`config.mk`:
```
export PLATFORM = sky130hd
export DESIGN_NAME = nibble_serial_adder
export DESIGN_NICKNAME = d
export VERILOG_FILES = /design/src/rtl/nsa_pkg.sv /design/src/rtl/nib_add4.sv /design/src/rtl/nibble_serial_adder.sv
export SDC_FILE = /design/constraint.sdc
export NUM_CORES = 1
export LEC_CHECK = 0
export CAP_MARGIN = 25
export CORE_MARGIN = 2
export CORE_UTILIZATION = 46
export DETAILED_ROUTE_END_ITERATION = 16
export GPL_ROUTABILITY_DRIVEN = 0
export GPL_TIMING_DRIVEN = 0
export PLACE_DENSITY = 0.77
export SYNTH_ARGS = -nofsm -noshare
export SYNTH_HDL_FRONTEND = slang
export SYNTH_HIERARCHICAL = 1
export SYNTH_SLANG_ARGS = --single-unit
```
`constraint.sdc`:
```
create_clock -name clk -period 2.1 [get_ports clk]
set_input_delay 0.42 -clock clk [delete_from_list [all_inputs] [get_ports clk]]
set_output_delay 0.42 -clock clk [all_outputs]
set_load 0.02 [all_outputs]
```
`src/rtl/nsa_pkg.sv`:
```
// Shared types and helpers for the nibble-serial adder.
package nsa_pkg;

    localparam int NIB_W = 4;

    typedef enum logic [1:0] {
        IDLE = 2'd0,
        ADD  = 2'd1,
        DONE = 2'd2
    } nsa_state_t;

    // One full-adder cell: returns {carry_out, sum}.
    function automatic logic [1:0] full_add(input logic a, input logic b, input logic ci);
        return {(a & b) | (a & ci) | (b & ci), a ^ b ^ ci};
    endfunction

endpackage

```
`src/rtl/nib_add4.sv`:
```
// Combinational 4-bit ripple-carry slice built from four chained full-adder cells.
module nib_add4
    import nsa_pkg::*;
(
    input  logic [NIB_W-1:0] a,
    input  logic [NIB_W-1:0] b,
    input  logic             ci,
    output logic [NIB_W-1:0] s,
    output logic             co
);

    logic [NIB_W:0] c;

    assign c[0] = ci;

    for (genvar i = 0; i < NIB_W; i++) begin : g_fa
        assign {c[i+1], s[i]} = full_add(a[i], b[i], c[i]);
    end

    assign co = c[NIB_W];

endmodule

```
`src/rtl/nibble_serial_adder.sv`:
```
// Wide adder computing A + B + cin one nibble per cycle through a single 4-bit slice,
// with valid/ready handshakes on both the operand and result sides.
module nibble_serial_adder
    import nsa_pkg::*;
#(
    parameter  int NIBBLES = 4,
    localparam int W       = NIB_W * NIBBLES
) (
    input  logic         clk,
    input  logic         rst_n,
    input  logic         in_valid,
    output logic         in_ready,
    input  logic [W-1:0] in_a,
    input  logic [W-1:0] in_b,
    input  logic         in_cin,
    output logic         out_valid,
    input  logic         out_ready,
    output logic [W-1:0] out_sum,
    output logic         out_cout,
    output logic         busy
);

    localparam int                IDX_W = $clog2(NIBBLES) + 1;
    localparam logic [IDX_W-1:0] LAST  = IDX_W'(NIBBLES - 1);

    nsa_state_t       state_q;
    logic [W-1:0]     a_q, b_q, sum_q;
    logic [W-1:0]     a_d, b_d, sum_d;
    logic             carry_q;
    logic [IDX_W-1:0] idx_q;
    logic             in_ready_q, out_valid_q, busy_q;

    logic [NIB_W-1:0] sl_s;
    logic             sl_co;

    nib_add4 u_slice (
        .a  (a_q[NIB_W-1:0]),
        .b  (b_q[NIB_W-1:0]),
        .ci (carry_q),
        .s  (sl_s),
        .co (sl_co)
    );

    // Each new slice result enters at the top so nibble 0 ends up in the LSBs.
    assign a_d   = a_q >> NIB_W;
    assign b_d   = b_q >> NIB_W;
    assign sum_d = (sum_q >> NIB_W) | (W'(sl_s) << (W - NIB_W));

    always_ff @(posedge clk or negedge rst_n) begin
        if (!rst_n) begin
            state_q     <= IDLE;
            a_q         <= '0;
            b_q         <= '0;
            sum_q       <= '0;
            carry_q     <= 1'b0;
            idx_q       <= '0;
            in_ready_q  <= 1'b0;
            out_valid_q <= 1'b0;
            busy_q      <= 1'b0;
        end else begin
            case (state_q)
                IDLE: begin
                    in_ready_q <= 1'b1;
                    if (in_valid && in_ready_q) begin
                        a_q        <= in_a;
                        b_q        <= in_b;
                        carry_q    <= in_cin;
                        sum_q      <= '0;
                        idx_q      <= '0;
                        in_ready_q <= 1'b0;
                        busy_q     <= 1'b1;
                        state_q    <= ADD;
                    end
                end
                ADD: begin
                    a_q     <= a_d;
                    b_q     <= b_d;
                    sum_q   <= sum_d;
                    carry_q <= sl_co;
                    idx_q   <= idx_q + IDX_W'(1);
                    if (idx_q == LAST) begin
                        out_valid_q <= 1'b1;
                        state_q     <= DONE;
                    end
                end
                DONE: begin
                    if (out_ready) begin
                        out_valid_q <= 1'b0;
                        busy_q      <= 1'b0;
                        in_ready_q  <= 1'b1;
                        state_q     <= IDLE;
                    end
                end
                default: begin
                    out_valid_q <= 1'b0;
                    busy_q      <= 1'b0;
                    in_ready_q  <= 1'b0;
                    state_q     <= IDLE;
                end
            endcase
        end
    end

    // Partial sums and carries are hidden until the result is complete.
    assign out_sum   = out_valid_q ? sum_q : '0;
    assign out_cout  = out_valid_q ? carry_q : 1'b0;
    assign out_valid = out_valid_q;
    assign in_ready  = in_ready_q;
    assign busy      = busy_q;

endmodule

```
==> results of run 1 <==
[registers in the layout, summed over array words and instances (netlist names)]
signal and cells:
a_q 16, sum_q 16, busy 1, out_valid 1
carry_q 1, b_q 16, idx_q 3, in_ready 1
state_q 2
[final cells by class]
class	count	share of cell area
flip-flops and latches	57	0.4043
multi-input cells	144	0.3044
repair buffers	58	0.1619
clock buffers	14	0.05174
plain buffers	18	0.03650
well taps	72	0.02551
inverters	12	0.01276
clock inverters	2	0.002835
[cells by family (layout without fill, tap and decap cells)]
kind of cell	Yosys count	count (layout)	share of synthesized area
AO/OA/AOI/OAI	85	85	0.2041
adder cells (fa/ha/maj)	6	6	0.03942
buffers and inverters	30	104	0.06475
flip-flops	57	57	0.5350
multiplexers	25	25	0.09385
AND/OR/NAND/NOR	28	28	0.06288
[report_power, final]
group,total [mW],internal [mW],switching [mW]
clock network,0.972,0.553,0.418
logic,2.61,1.26,1.35
registers,1.93,1.60,0.333
[synthesized netlist by cell type, types with 2 or more instances]
cell type  count  area (sq um)
buf_6          6         67.56
inv_1         12         45.04
o21ai_0       32         160.2
o21ai_1       22         110.1
dfrtp_1       57          1426
nand2b_1       2         12.51
fa_1           4         80.08
ha_1           2         25.02
a22o_1        25         219.0
mux2i_1       25         250.2
and2_1        17         106.4
nand2_1        4         15.01
clkbuf_1       6         22.52
buf_2          3         15.01
buf_4          3         22.52
[what timing repair did]
action | CTS | global route
gates cloned | 0 | 0
gates resized for setup | 19 | 0
setup buffers | 1 | 0
endpoints found under the setup margin | 10 | 1
pin swaps | 3 | 2
[worst reg2reg max path: cells and delay by family (launching register included)]
kind / cells / cell delay, ns
AOI/OAI and AO/OA: 1 / 0.19
adders and majority gates: 4 / 1.22
buffers and inverters: 4 / 0.19
DFF: 1 / 0.36
[final timing paths]
path | start | slack (ns) | endpoint | cells after the start
max in group asynchronous | rst_n | 1.39 | out_valid | 2
max reg2reg | carry_q | 0.05 | sum_q[15] | 9
min reg2reg | idx_q[2] | 0.50 | idx_q[2] | 1
max | carry_q | 0.05 | sum_q[15] | 9
min | rst_n | 0.12 | sum_q[15] | 1
min in group clk | idx_q[2] | 0.50 | idx_q[2] | 1
[through the flow]
| step | TNS [ns] | util | instances | hold WS (ns) |
|---|---|---|---|---|
| final | 0 | 0.6373 | 377 | 0.1168 |
| after floorplan | 0 | - | 231 | 0.1244 |
| after global placement | -62.02 | 0.5987 | 359 | 0.4735 |
| after detailed placement | -0.03132 | 0.6014 | 360 | 0.4857 |
| after CTS | -0.003881 | 0.6373 | 377 | 0.1316 |
| after global routing | -0.02434 | 0.6373 | 377 | 0.1689 |
[routing by layer]
| metal | wire [microns] | track usage | up-vias |
|---|---|---|---|
| met5 | 0 | 0 | - |
| met4 | 138 | 0.1000 | 0 |
| met3 | 285 | 0.04045 | 11 |
| met2 | 2593 | 0.3125 | 62 |
| met1 | 2577 | 0.2584 | 945 |
| li1 | - | - | 960 |
==> results.tsv, run 1 <==
stage	metric	value	unit
timing	fin_crit_sh	0.9784	
detailed_routing	vias	1978	
final_layout	diodes	0	
timing	max_freq	486.7	MHz
yosys	postSynthAreaPerCell	11.54	sq um
flow_run	cap_violations	0	
critical_path	arrival	2.28	ns
timing	rsz0062_at_grt	true	
cts	cts_made_buffers	9	
yosys	synth_cells	231	
yosys	async_reset_ff_frac	1.000	
status	outcome	complete, no violations	
critical_path	required	2.33	ns
worst_hold_path	hp-class	input pin to asynchronous set/reset pin	
timing	clock-skew-final	0.006353	ns
yosys	ys_warn_count	6	
global_route	grt_max_degree	31	
placement	preCtsSetupSlack	-0.03132	ns
final_layout	layout_commonest_cell	dfrtp_1	
global_route	antenna_found_initial	0	
timing	slew_violations	0	
final_layout	nets	343	
cts	clk_pin_slew	0.06	ns
cts	cts_tree	yes	
placement	numPortBuffers	56	
floorplan	rows	27	
timing	final_hold_viol_count	0	
cts	clock_latency	0.34	ns
final_layout	mostFrequentLayoutCells	56 x dfrtp_1, 46 x clkdlybuf4s50_1, 32 x o21ai_0	
floorplan	fp.dieArea	0.006422	sq mm
final_layout	area_growth	32.43	%
critical_path	slowest_delay	0.47	ns
cts	ctsHoldBuffers	0	
critical_path	slowest_stage	fa_1	
yosys	seq_area_frac_synth	0.5350	
critical_path	crit_chain	inv_2 > fa_2 > inv_2 > fa_2 > fa_2 > inv_2 > fa_1 > inv_1 > a22o_1	
power	ir_drop	699.0	uV
detailed_routing	firstDrtPassIters	4	
timing	setup_viol	0	
cts	cts_sinks	57	
cts	cts_buffer_depth	2	
global_route	grtUsageTotal	0.1977	
critical_path	cp-end-kind	register	
critical_path	start_kind	register	
timing	post-route-min-period	2.055	ns
detailed_routing	ant_nets	0	
power	p_per_area	1561	mW/mm^2
cts	cts_root_buf	clkbuf_8	
floorplan	core_area	0.005540	sq mm
yosys	synth_ff_type	dfrtp_1	
detailed_routing	wl_per_cell	14.84	microns
yosys	synth_nets	274	
yosys	synth_edf_count	0	
timing	relSlewSlack	0.5428	
timing	tightestPinTransition	0.6821	ns
final_layout	register_area	0.001428	sq mm
critical_path	cp_max_fo	2	
global_route	grt_overflow	0	
floorplan	initial_core_util	0.4813	
placement	dp_hpwl	4.062	mm
final_layout	final_cell_area	0.003531	sq mm
critical_path	path_class	register to register	
yosys	ys_types	26	
global_route	grt_pass1_wl	9.535	mm
detailed_routing	routed_via_density	5.247	
detailed_routing	wl	5.595	mm
detailed_routing	dr.first_iter.drc_count	114	
detailed_routing	drcViolationCount	0	
final_layout	fillers	451	
power	finalPower	5.512	mW
cts	htree_levels	3	
final_layout	drive_gt1_frac	0.1377	
timing	finalWorstSetupSlack	0.04528	ns
power	cellLeakagePower	1.650	nW
yosys	ys_ff_latch	57	
yosys	synth_area	0.002666	sq mm
final_layout	multi_input_area	0.001075	sq mm
global_route	grt_pass1_vias	1985	
floorplan	io_pins	57	
critical_path	critPathTopFamily	adder cells	
placement	placed_area	0.003332	sq mm
critical_path	path_buf_inv	4	
floorplan	die_h	80.14	microns
floorplan	die_x	80.14	microns
Note: power is estimated with default switching activity, not from simulation.
==> run 2: changes to the inputs <==
--- a/config.mk
+++ b/config.mk
@@ -12,6 +12,7 @@
 export GPL_ROUTABILITY_DRIVEN = 0
 export GPL_TIMING_DRIVEN = 0
 export PLACE_DENSITY = 0.77
+export SKIP_LAST_GASP = 1
 export SYNTH_ARGS = -nofsm -noshare
 export SYNTH_HDL_FRONTEND = slang
 export SYNTH_HIERARCHICAL = 1
==> results of run 2 <==
Final layout, timing and power as in run 1 (identical DEF).
